## config.mk

```make
export PLATFORM = sky130hd
export DESIGN_NAME = srt4_sequencer_flat
export DESIGN_NICKNAME = d
export VERILOG_FILES = /design/src/rtl/srt4_sequencer_if.sv /design/src/rtl/srt4_sequencer.sv /design/src/flat_wrapper.sv
export SDC_FILE = /design/constraint.sdc
export NUM_CORES = 1
export LEC_CHECK = 0
export ABC_AREA = 1
export BUFFER_PORTS_ARGS = -buffer_cell sky130_fd_sc_hd__buf_2
export CAP_MARGIN = 40
export CORE_ASPECT_RATIO = 1.1
export CORE_MARGIN = 1
export CORE_UTILIZATION = 46
export DETAILED_ROUTE_END_ITERATION = 8
export HOLD_SLACK_MARGIN = 0.08
export MAX_ROUTING_LAYER = met4
export PLACE_DENSITY_LB_ADDON = 0.25
export RECOVER_POWER = 100
export SLEW_MARGIN = 30
export SYNTH_ARGS = -nofsm -noshare
export SYNTH_HDL_FRONTEND = slang
export SYNTH_SLANG_ARGS = --single-unit
```

## constraint.sdc

```tcl
create_clock -name clk -period 1.3 [get_ports clk]
set_input_delay 0.195 -clock clk [delete_from_list [all_inputs] [get_ports clk]]
set_output_delay 0.195 -clock clk [all_outputs]
set_load 0.01 [all_outputs]
```

## src/rtl/srt4_sequencer_if.sv

```systemverilog
// Operand/result handshake and srt4 core bus bundle for srt4_sequencer.
// slave: the sequencer side; master: client plus divider core side.
interface srt4_sequencer_if #(
    parameter int unsigned WIDTH = 8
);
    logic             op_valid;
    logic             op_ready;
    logic [WIDTH-1:0] dividend;
    logic [WIDTH-1:0] divisor;
    logic             res_valid;
    logic             res_ready;
    logic [WIDTH-1:0] quotient;
    logic [WIDTH-1:0] remainder;
    logic             timeout;
    logic             div_by_zero;
    logic [WIDTH-1:0] inbus;
    logic             beginSignal;
    logic [WIDTH-1:0] outbus;
    logic             endSignal;

    modport slave (
        input  op_valid, dividend, divisor, res_ready, outbus, endSignal,
        output op_ready, res_valid, quotient, remainder, timeout, div_by_zero,
               inbus, beginSignal
    );

    modport master (
        output op_valid, dividend, divisor, res_ready, outbus, endSignal,
        input  op_ready, res_valid, quotient, remainder, timeout, div_by_zero,
               inbus, beginSignal
    );
endinterface

```

## src/rtl/srt4_sequencer.sv

```systemverilog
// Serialises an operand pair onto the srt4 core bus, collects the result and guards it with a watchdog.
// Optional SRT4_SEQ_DIVZERO_EN: short-circuit zero divisors without starting the core.
module srt4_sequencer #(
    parameter int unsigned WIDTH   = 8,
    parameter int unsigned TIMEOUT = 64
) (
    input  logic              clk,
    input  logic              rst_b,
    srt4_sequencer_if.slave   bus
);
    localparam int unsigned CNT_W = (TIMEOUT > 2) ? $clog2(TIMEOUT) : 1;

    typedef enum logic [2:0] {
        S_IDLE, S_LOAD_A, S_LOAD_B, S_WAIT, S_CAP_R, S_DONE
    } state_e;

    state_e           state_q, state_d;
    logic [CNT_W-1:0] cnt_q, cnt_d;
    logic [WIDTH-1:0] divisor_q, divisor_d;
    logic [WIDTH-1:0] quotient_q, quotient_d;
    logic [WIDTH-1:0] remainder_q, remainder_d;
    logic [WIDTH-1:0] inbus_q, inbus_d;
    logic             timeout_q, timeout_d;
    logic             op_ready_q, op_ready_d;
    logic             res_valid_q, res_valid_d;
    logic             begin_q, begin_d;
`ifdef SRT4_SEQ_DIVZERO_EN
    logic             dbz_q, dbz_d;
`endif

    // Next state plus next values of every registered output.
    always_comb begin
        state_d     = state_q;
        cnt_d       = cnt_q;
        divisor_d   = divisor_q;
        quotient_d  = quotient_q;
        remainder_d = remainder_q;
        timeout_d   = timeout_q;
        inbus_d     = '0;
`ifdef SRT4_SEQ_DIVZERO_EN
        dbz_d       = dbz_q;
`endif
        case (state_q)
            S_IDLE: begin
                if (bus.op_valid) begin
                    divisor_d = bus.divisor;
                    state_d   = S_LOAD_A;
                    inbus_d   = bus.dividend;
`ifdef SRT4_SEQ_DIVZERO_EN
                    if (bus.divisor == '0) begin
                        state_d     = S_DONE;
                        inbus_d     = '0;
                        quotient_d  = '1;
                        remainder_d = bus.dividend;
                        dbz_d       = 1'b1;
                    end
`endif
                end
            end
            S_LOAD_A: begin
                inbus_d = divisor_q;
                state_d = S_LOAD_B;
            end
            S_LOAD_B: begin
                inbus_d = divisor_q;
                cnt_d   = '0;
                state_d = S_WAIT;
            end
            S_WAIT: begin
                cnt_d = cnt_q + CNT_W'(1);
                // A completing core wins over an expiring watchdog.
                if (bus.endSignal) begin
                    quotient_d = bus.outbus;
                    state_d    = S_CAP_R;
                end else if (cnt_q == CNT_W'(TIMEOUT - 1)) begin
                    quotient_d  = '0;
                    remainder_d = '0;
                    timeout_d   = 1'b1;
                    state_d     = S_DONE;
                end else begin
                    inbus_d = divisor_q;
                end
            end
            S_CAP_R: begin
                remainder_d = bus.outbus;
                state_d     = S_DONE;
            end
            S_DONE: begin
                if (bus.res_ready) begin
                    timeout_d = 1'b0;
`ifdef SRT4_SEQ_DIVZERO_EN
                    dbz_d     = 1'b0;
`endif
                    state_d   = S_IDLE;
                end
            end
            default: state_d = S_IDLE;
        endcase

        op_ready_d  = (state_d == S_IDLE);
        res_valid_d = (state_d == S_DONE);
        begin_d     = (state_d == S_LOAD_A);
    end

    always_ff @(posedge clk or negedge rst_b) begin
        if (!rst_b) begin
            state_q     <= S_IDLE;
            cnt_q       <= '0;
            divisor_q   <= '0;
            quotient_q  <= '0;
            remainder_q <= '0;
            inbus_q     <= '0;
            timeout_q   <= 1'b0;
            op_ready_q  <= 1'b1;
            res_valid_q <= 1'b0;
            begin_q     <= 1'b0;
`ifdef SRT4_SEQ_DIVZERO_EN
            dbz_q       <= 1'b0;
`endif
        end else begin
            state_q     <= state_d;
            cnt_q       <= cnt_d;
            divisor_q   <= divisor_d;
            quotient_q  <= quotient_d;
            remainder_q <= remainder_d;
            inbus_q     <= inbus_d;
            timeout_q   <= timeout_d;
            op_ready_q  <= op_ready_d;
            res_valid_q <= res_valid_d;
            begin_q     <= begin_d;
`ifdef SRT4_SEQ_DIVZERO_EN
            dbz_q       <= dbz_d;
`endif
        end
    end

    assign bus.op_ready    = op_ready_q;
    assign bus.res_valid   = res_valid_q;
    assign bus.quotient    = quotient_q;
    assign bus.remainder   = remainder_q;
    assign bus.timeout     = timeout_q;
    assign bus.inbus       = inbus_q;
    assign bus.beginSignal = begin_q;
`ifdef SRT4_SEQ_DIVZERO_EN
    assign bus.div_by_zero = dbz_q;
`else
    assign bus.div_by_zero = 1'b0;
`endif
endmodule

```

## src/flat_wrapper.sv

```systemverilog
// flat-port wrapper written by rule: the top's interface ports become plain ports
module srt4_sequencer_flat 
#(
    parameter int unsigned WIDTH   = 8,
    parameter int unsigned TIMEOUT = 64
)
  (clk, rst_b, bus_op_valid, bus_dividend, bus_divisor, bus_res_ready, bus_outbus, bus_endSignal, bus_op_ready, bus_res_valid, bus_quotient, bus_remainder, bus_timeout, bus_div_by_zero, bus_inbus, bus_beginSignal);
  srt4_sequencer_if #(.WIDTH(WIDTH)) bus_i ();
  input  logic clk;
  input  logic rst_b;
  input wire logic [$bits(bus_i.op_valid)-1:0] bus_op_valid;
  input wire logic [$bits(bus_i.dividend)-1:0] bus_dividend;
  input wire logic [$bits(bus_i.divisor)-1:0] bus_divisor;
  input wire logic [$bits(bus_i.res_ready)-1:0] bus_res_ready;
  input wire logic [$bits(bus_i.outbus)-1:0] bus_outbus;
  input wire logic [$bits(bus_i.endSignal)-1:0] bus_endSignal;
  output wire logic [$bits(bus_i.op_ready)-1:0] bus_op_ready;
  output wire logic [$bits(bus_i.res_valid)-1:0] bus_res_valid;
  output wire logic [$bits(bus_i.quotient)-1:0] bus_quotient;
  output wire logic [$bits(bus_i.remainder)-1:0] bus_remainder;
  output wire logic [$bits(bus_i.timeout)-1:0] bus_timeout;
  output wire logic [$bits(bus_i.div_by_zero)-1:0] bus_div_by_zero;
  output wire logic [$bits(bus_i.inbus)-1:0] bus_inbus;
  output wire logic [$bits(bus_i.beginSignal)-1:0] bus_beginSignal;
  assign bus_i.op_valid = bus_op_valid;
  assign bus_i.dividend = bus_dividend;
  assign bus_i.divisor = bus_divisor;
  assign bus_i.res_ready = bus_res_ready;
  assign bus_i.outbus = bus_outbus;
  assign bus_i.endSignal = bus_endSignal;
  assign bus_op_ready = bus_i.op_ready;
  assign bus_res_valid = bus_i.res_valid;
  assign bus_quotient = bus_i.quotient;
  assign bus_remainder = bus_i.remainder;
  assign bus_timeout = bus_i.timeout;
  assign bus_div_by_zero = bus_i.div_by_zero;
  assign bus_inbus = bus_i.inbus;
  assign bus_beginSignal = bus_i.beginSignal;
  srt4_sequencer #(.WIDTH(WIDTH), .TIMEOUT(TIMEOUT)) u_core (.clk(clk), .rst_b(rst_b), .bus(bus_i));
endmodule
```

==> results.txt <==
----------------------------------------------------
[Worst setup path]
  Critical path capture point type ... register
  Arrival @ worst endpoint ... ~1500 ps
  Critical path start-end classification ... reg2reg
  Critical R2R Launch ... u_core.cnt_q[1]$_DFFE_PN0P_
  Worst setup startpoint ... u_core.cnt_q[1]$_DFFE_PN0P_
  Worst reg2reg setup slack ... -40 ps
  Reg2reg end ... u_core.bus.timeout$_DFFE_PN0P_
  Kind of launch point of the worst setup path ... register
  Data required time at the worst endpoint ... between 1000 and 1500 ps
  Critical Path Fanout Max ... 5
  Cell depth of the worst flop-to-flop path ... 9

[Pwr]
  Sw power ... between 2 and 2.5 mW
  Cell-internal power ... ~3.8 mW
  Static leakage ... roughly 1.5 nW
  Sequential power share ... a little under two fifths
  Maximum vdd drop ... about 1.2 mV
  Share of total power in the clock network ... between 10% and 20%
  Switching share of power ... 38.10%
  Gate power share ... between 40% and 50%
  Pwr dens ... 2255 nW/um^2

[GRT]
  Global-route met1 utilization ... a little over a quarter
  Number of global-route vias before repair ... ~1,600
  Number of antenna violations at the first check in global routing ... 0
  Overall routing resource usage ... between 20% and 30%
  Global-route wire length before repair ... between 7 and 8 mm
  M3 GR Usage ... about 3.7%
  Overflow left after global routing ... 0
  Pin count of the biggest net entering global routing ... 46
  Global routing usage on met2 ... 34.49%
  Most heavily used metal layer in global routing ... met2

[Synth]
  Complex-gate fraction of the synthesized area ... just over 8%
  Yosys reg bits ... 45
  Sequential cell area fraction in the yosys report ... between 50% and 60%
  Count of unique library cells instantiated by Yosys ... 24
  Yosys warns ... 0
  Combinational family with the most area after synthesis ... simple AND/OR/NAND/NOR gates
  XOR/XNOR Fraction of Synth Area ... 0.4372%
  Post-Synth Adder-Cell Area ... less than 1%
  Area share of and/or/nand/nor cells after synthesis ... between 20% and 30%
  Post-Synthesis Mean Instance Area ... 8.786 um^2
  Synthesized instance count ... between 200 and 250
  Multiplexer share of the synthesized area ... 0%
  Total nets after synthesis ... 258
  Synthesized cell area ... 2003 um^2

[Outcome]
  Status ... complete, but fails checks
  Failing checks ... negative setup slack

[Die]
  Die Footprint ... about 4600 um^2
  I/O pin cnt ... between 50 and 60
  Core region area ... around 4100 um^2
  Effective utilization at floorplan ... between 40% and 50%
  Die width ... between 60 and 70 um
  Height of the chip ... roughly 70 um
  Number of rows in the core area ... 24

[Cells and area]
  Leading cell types in the layout, fill and taps excluded ... nand2_1, dfrtp_1, buf_2, inv_1, clkbuf_1
  Fraction of layout instances using a drive strength above 1 ... a little under a third
  Fin util ... roughly two thirds
  Area delta synth->final ... 34.48%
  Number of nets at the end of the flow ... around 340
  # fillers ... 379
  Commonest non-fill, non-tap cell in the layout ... nand2_1
  Post-route standard cell area excluding fillers ... around 2700 um^2
  Antenna Diode Count ... 0

[Drt]
  Overall via count from detail_route ... between 1,500 and 2,000
  Drc violations ... 0
  Number of detailed-routing iterations run before antenna repair ... 4
  Vias per cell ... between 4 and 5
  Final ANT Viol Nets ... 0
  Routed WL ... around 4.3 mm
  Violation count after the first detailed-route iteration ... 116
  Routed WL per cell ... 11.81 um

[Min path]
  Worst hold start ... bus_divisor[1]
  Number of cells on the worst hold path ... 3
  Worst min path class ... in2reg
  Worst hold endpoint ... u_core.divisor_q[1]$_DFFE_PN0P_

[Clocking]
  Number of buffers created by CTS ... 5
  CTS Root Cell ... clkbuf_8
  Number of buffers between clock root and the deepest sink ... 2
  Clock tree from TritonCTS ... done
  Clock insertion delay at the later pin of the skew report ... around 300 ps
  Register clock-pin slew on the reported worst setup and hold paths ... 80 ps
  H-Tree Depth ... 2
  Number of sinks on the clock net ... 45

[Timing]
  Final worst path period need ... between 1000 and 1500 ps
  Final setup slack of the worst path ... -36.20 ps
  Post-route fraction of the period consumed by the critical path ... 102.8%
  Slew of the pin with the lowest slew margin ... between 500 and 600 ps
  Maximum frequency from static timing analysis ... approximately 750 MHz
  Max Slew Vio Count ... 0
  Slew HR ... between 60% and 70%
  Number of failing hold endpoints at the final stage ... 0
  Number of setup violations in the final report ... 18
  Worst clock skew ... 8.173 ps
  RSZ-0062 raised after global routing ... yes

[Placed design]
  Placed wire-length estimate after detailed placement ... between 2 and 3 mm
  Quantity of I/O buffers inserted on ports ... 56
  Final weighted congestion in routability-driven placement ... between 0.8 and 0.9
  Standard cell area after detailed placement ... 2492 um^2

[Flow run]
  MaxCap Viol Count ... 0

----------------------------------------------------
worst max-delay path, stage by stage (launching register included):
cell	delay, ps
dfrtp_1	400
ha_4	170
nand3_4	70
nor2_4	170
nand2_4	90
buf_6	140
nand2_2	50
nand2_1	40
nand2_1	50
nand2_1	50
sequential cells by signal, indices dropped and copies added, names as in the netlist, 3 cells and up:
signal and cells:
u_core.bus.inbus 8, u_core.bus.quotient 8, u_core.bus.remainder 8, u_core.divisor_q 8, u_core.cnt_q 6, u_core.state_q 3
power by group through the flow:
stage	Clock [mW]	Sequential (mW)	Combinational, mW
finish	1.07	2.31	2.69
global route	1.15	2.37	3.05
CTS	1.10	2.25	2.66
detailed placement	0	2.27	2.59
global placement	0	2.27	2.51
floorplan	0	2.45	1.37
timing repair:
item / 4_1_cts / 5_1_grt
cloned: 1 / 0
hold buffers: 1 / 0
endpoints found under the hold margin: 44 / 0
buffers inserted: 2 / 2
setup endpoints to repair: 22 / 38
resized for setup: 7 / 18
pin swaps: 3 / 6
cells in the mapped netlist:
cell       n  area (um^2)
a22o_1     1        8.760
buf_2      3        15.01
buf_4      2        15.01
buf_6      1        11.26
conb_1     1        3.750
dfrtp_1   44         1101
dfstp_2    1        26.28
ha_1       1        12.51
inv_1     28        105.1
inv_2      4        15.01
nand2_1   68        255.2
nand2_2    2        12.51
nand2_4    2        22.52
nand3_1   25        125.1
nand3_2    1        10.01
nor2_1    19        71.32
nor2_2     3        18.77
nor2_4     1        11.26
o21ai_0    2        10.01
o21ai_1    8        40.04
o21bai_2   8        90.09
o22ai_1    1        6.260
o31ai_1    1        7.510
xor2_1     1        8.760
logic make-up (layout without fill, tap and decap cells):
group           count (synthesis)  in the layout
simple gates                  121            121
flops                          45             45
buf+inv                        38            120
compound gates                 21             21
fa+ha+maj                       1              1
other cells                     1              1
xor+xnor                        1              1
area by class of cell:
type	instances	area (um^2)	area share (%)
Timing Repair Buffer	80	460.4	17.09
Sequential cell	45	1131	41.99
Clock inverter	1	30.03	1.115
Inverter	32	122.6	4.552
Clock buffer	7	86.33	3.205
Tap cell	52	65.06	2.415
Multi-Input combinational cell	145	798.3	29.63
worst max path at each step:
stage | to | slack [ps] | depth (start not counted)
after floorplan | u_core.bus.timeout$_DFFE_PN0P_ | -1 | 9
after global placement | u_core.bus.inbus[7]$_DFF_PN0_ | -40 | 7
after detailed placement | u_core.bus.timeout$_DFFE_PN0P_ | -80 | 9
after CTS | u_core.bus.timeout$_DFFE_PN0P_ | -10 | 9
after global routing | u_core.bus.timeout$_DFFE_PN0P_ | -120 | 9
final | u_core.bus.timeout$_DFFE_PN0P_ | -40 | 9
through the flow:
| stage | std cells | worst slack, ps | setup TNS, ps | hold WS, ps | power [mW] |
|---|---|---|---|---|---|
| detailed placement | 348 | -83.95 | -1101 | 189.3 | 4.857 |
| floorplan | 228 | -1.364 | -1.364 | -100.6 | 3.815 |
| global route | 362 | -124.8 | -2484 | 112.8 | 6.568 |
| global placement | 348 | -41.29 | -329.1 | 195.3 | 4.784 |
| finish | 362 | -36.20 | -372.0 | 102.1 | 6.073 |
| CTS | 360 | -12.43 | -12.43 | 97.05 | 6.010 |
metal layers:
metal | routed length [um] | part of all wire [%]
met2 | 2159 | 50
met1 | 1835 | 43
met3 | 205 | 4.8
met5 | 0 | 0
met4 | 76 | 1.8
(Power assumes the default switching activity.)
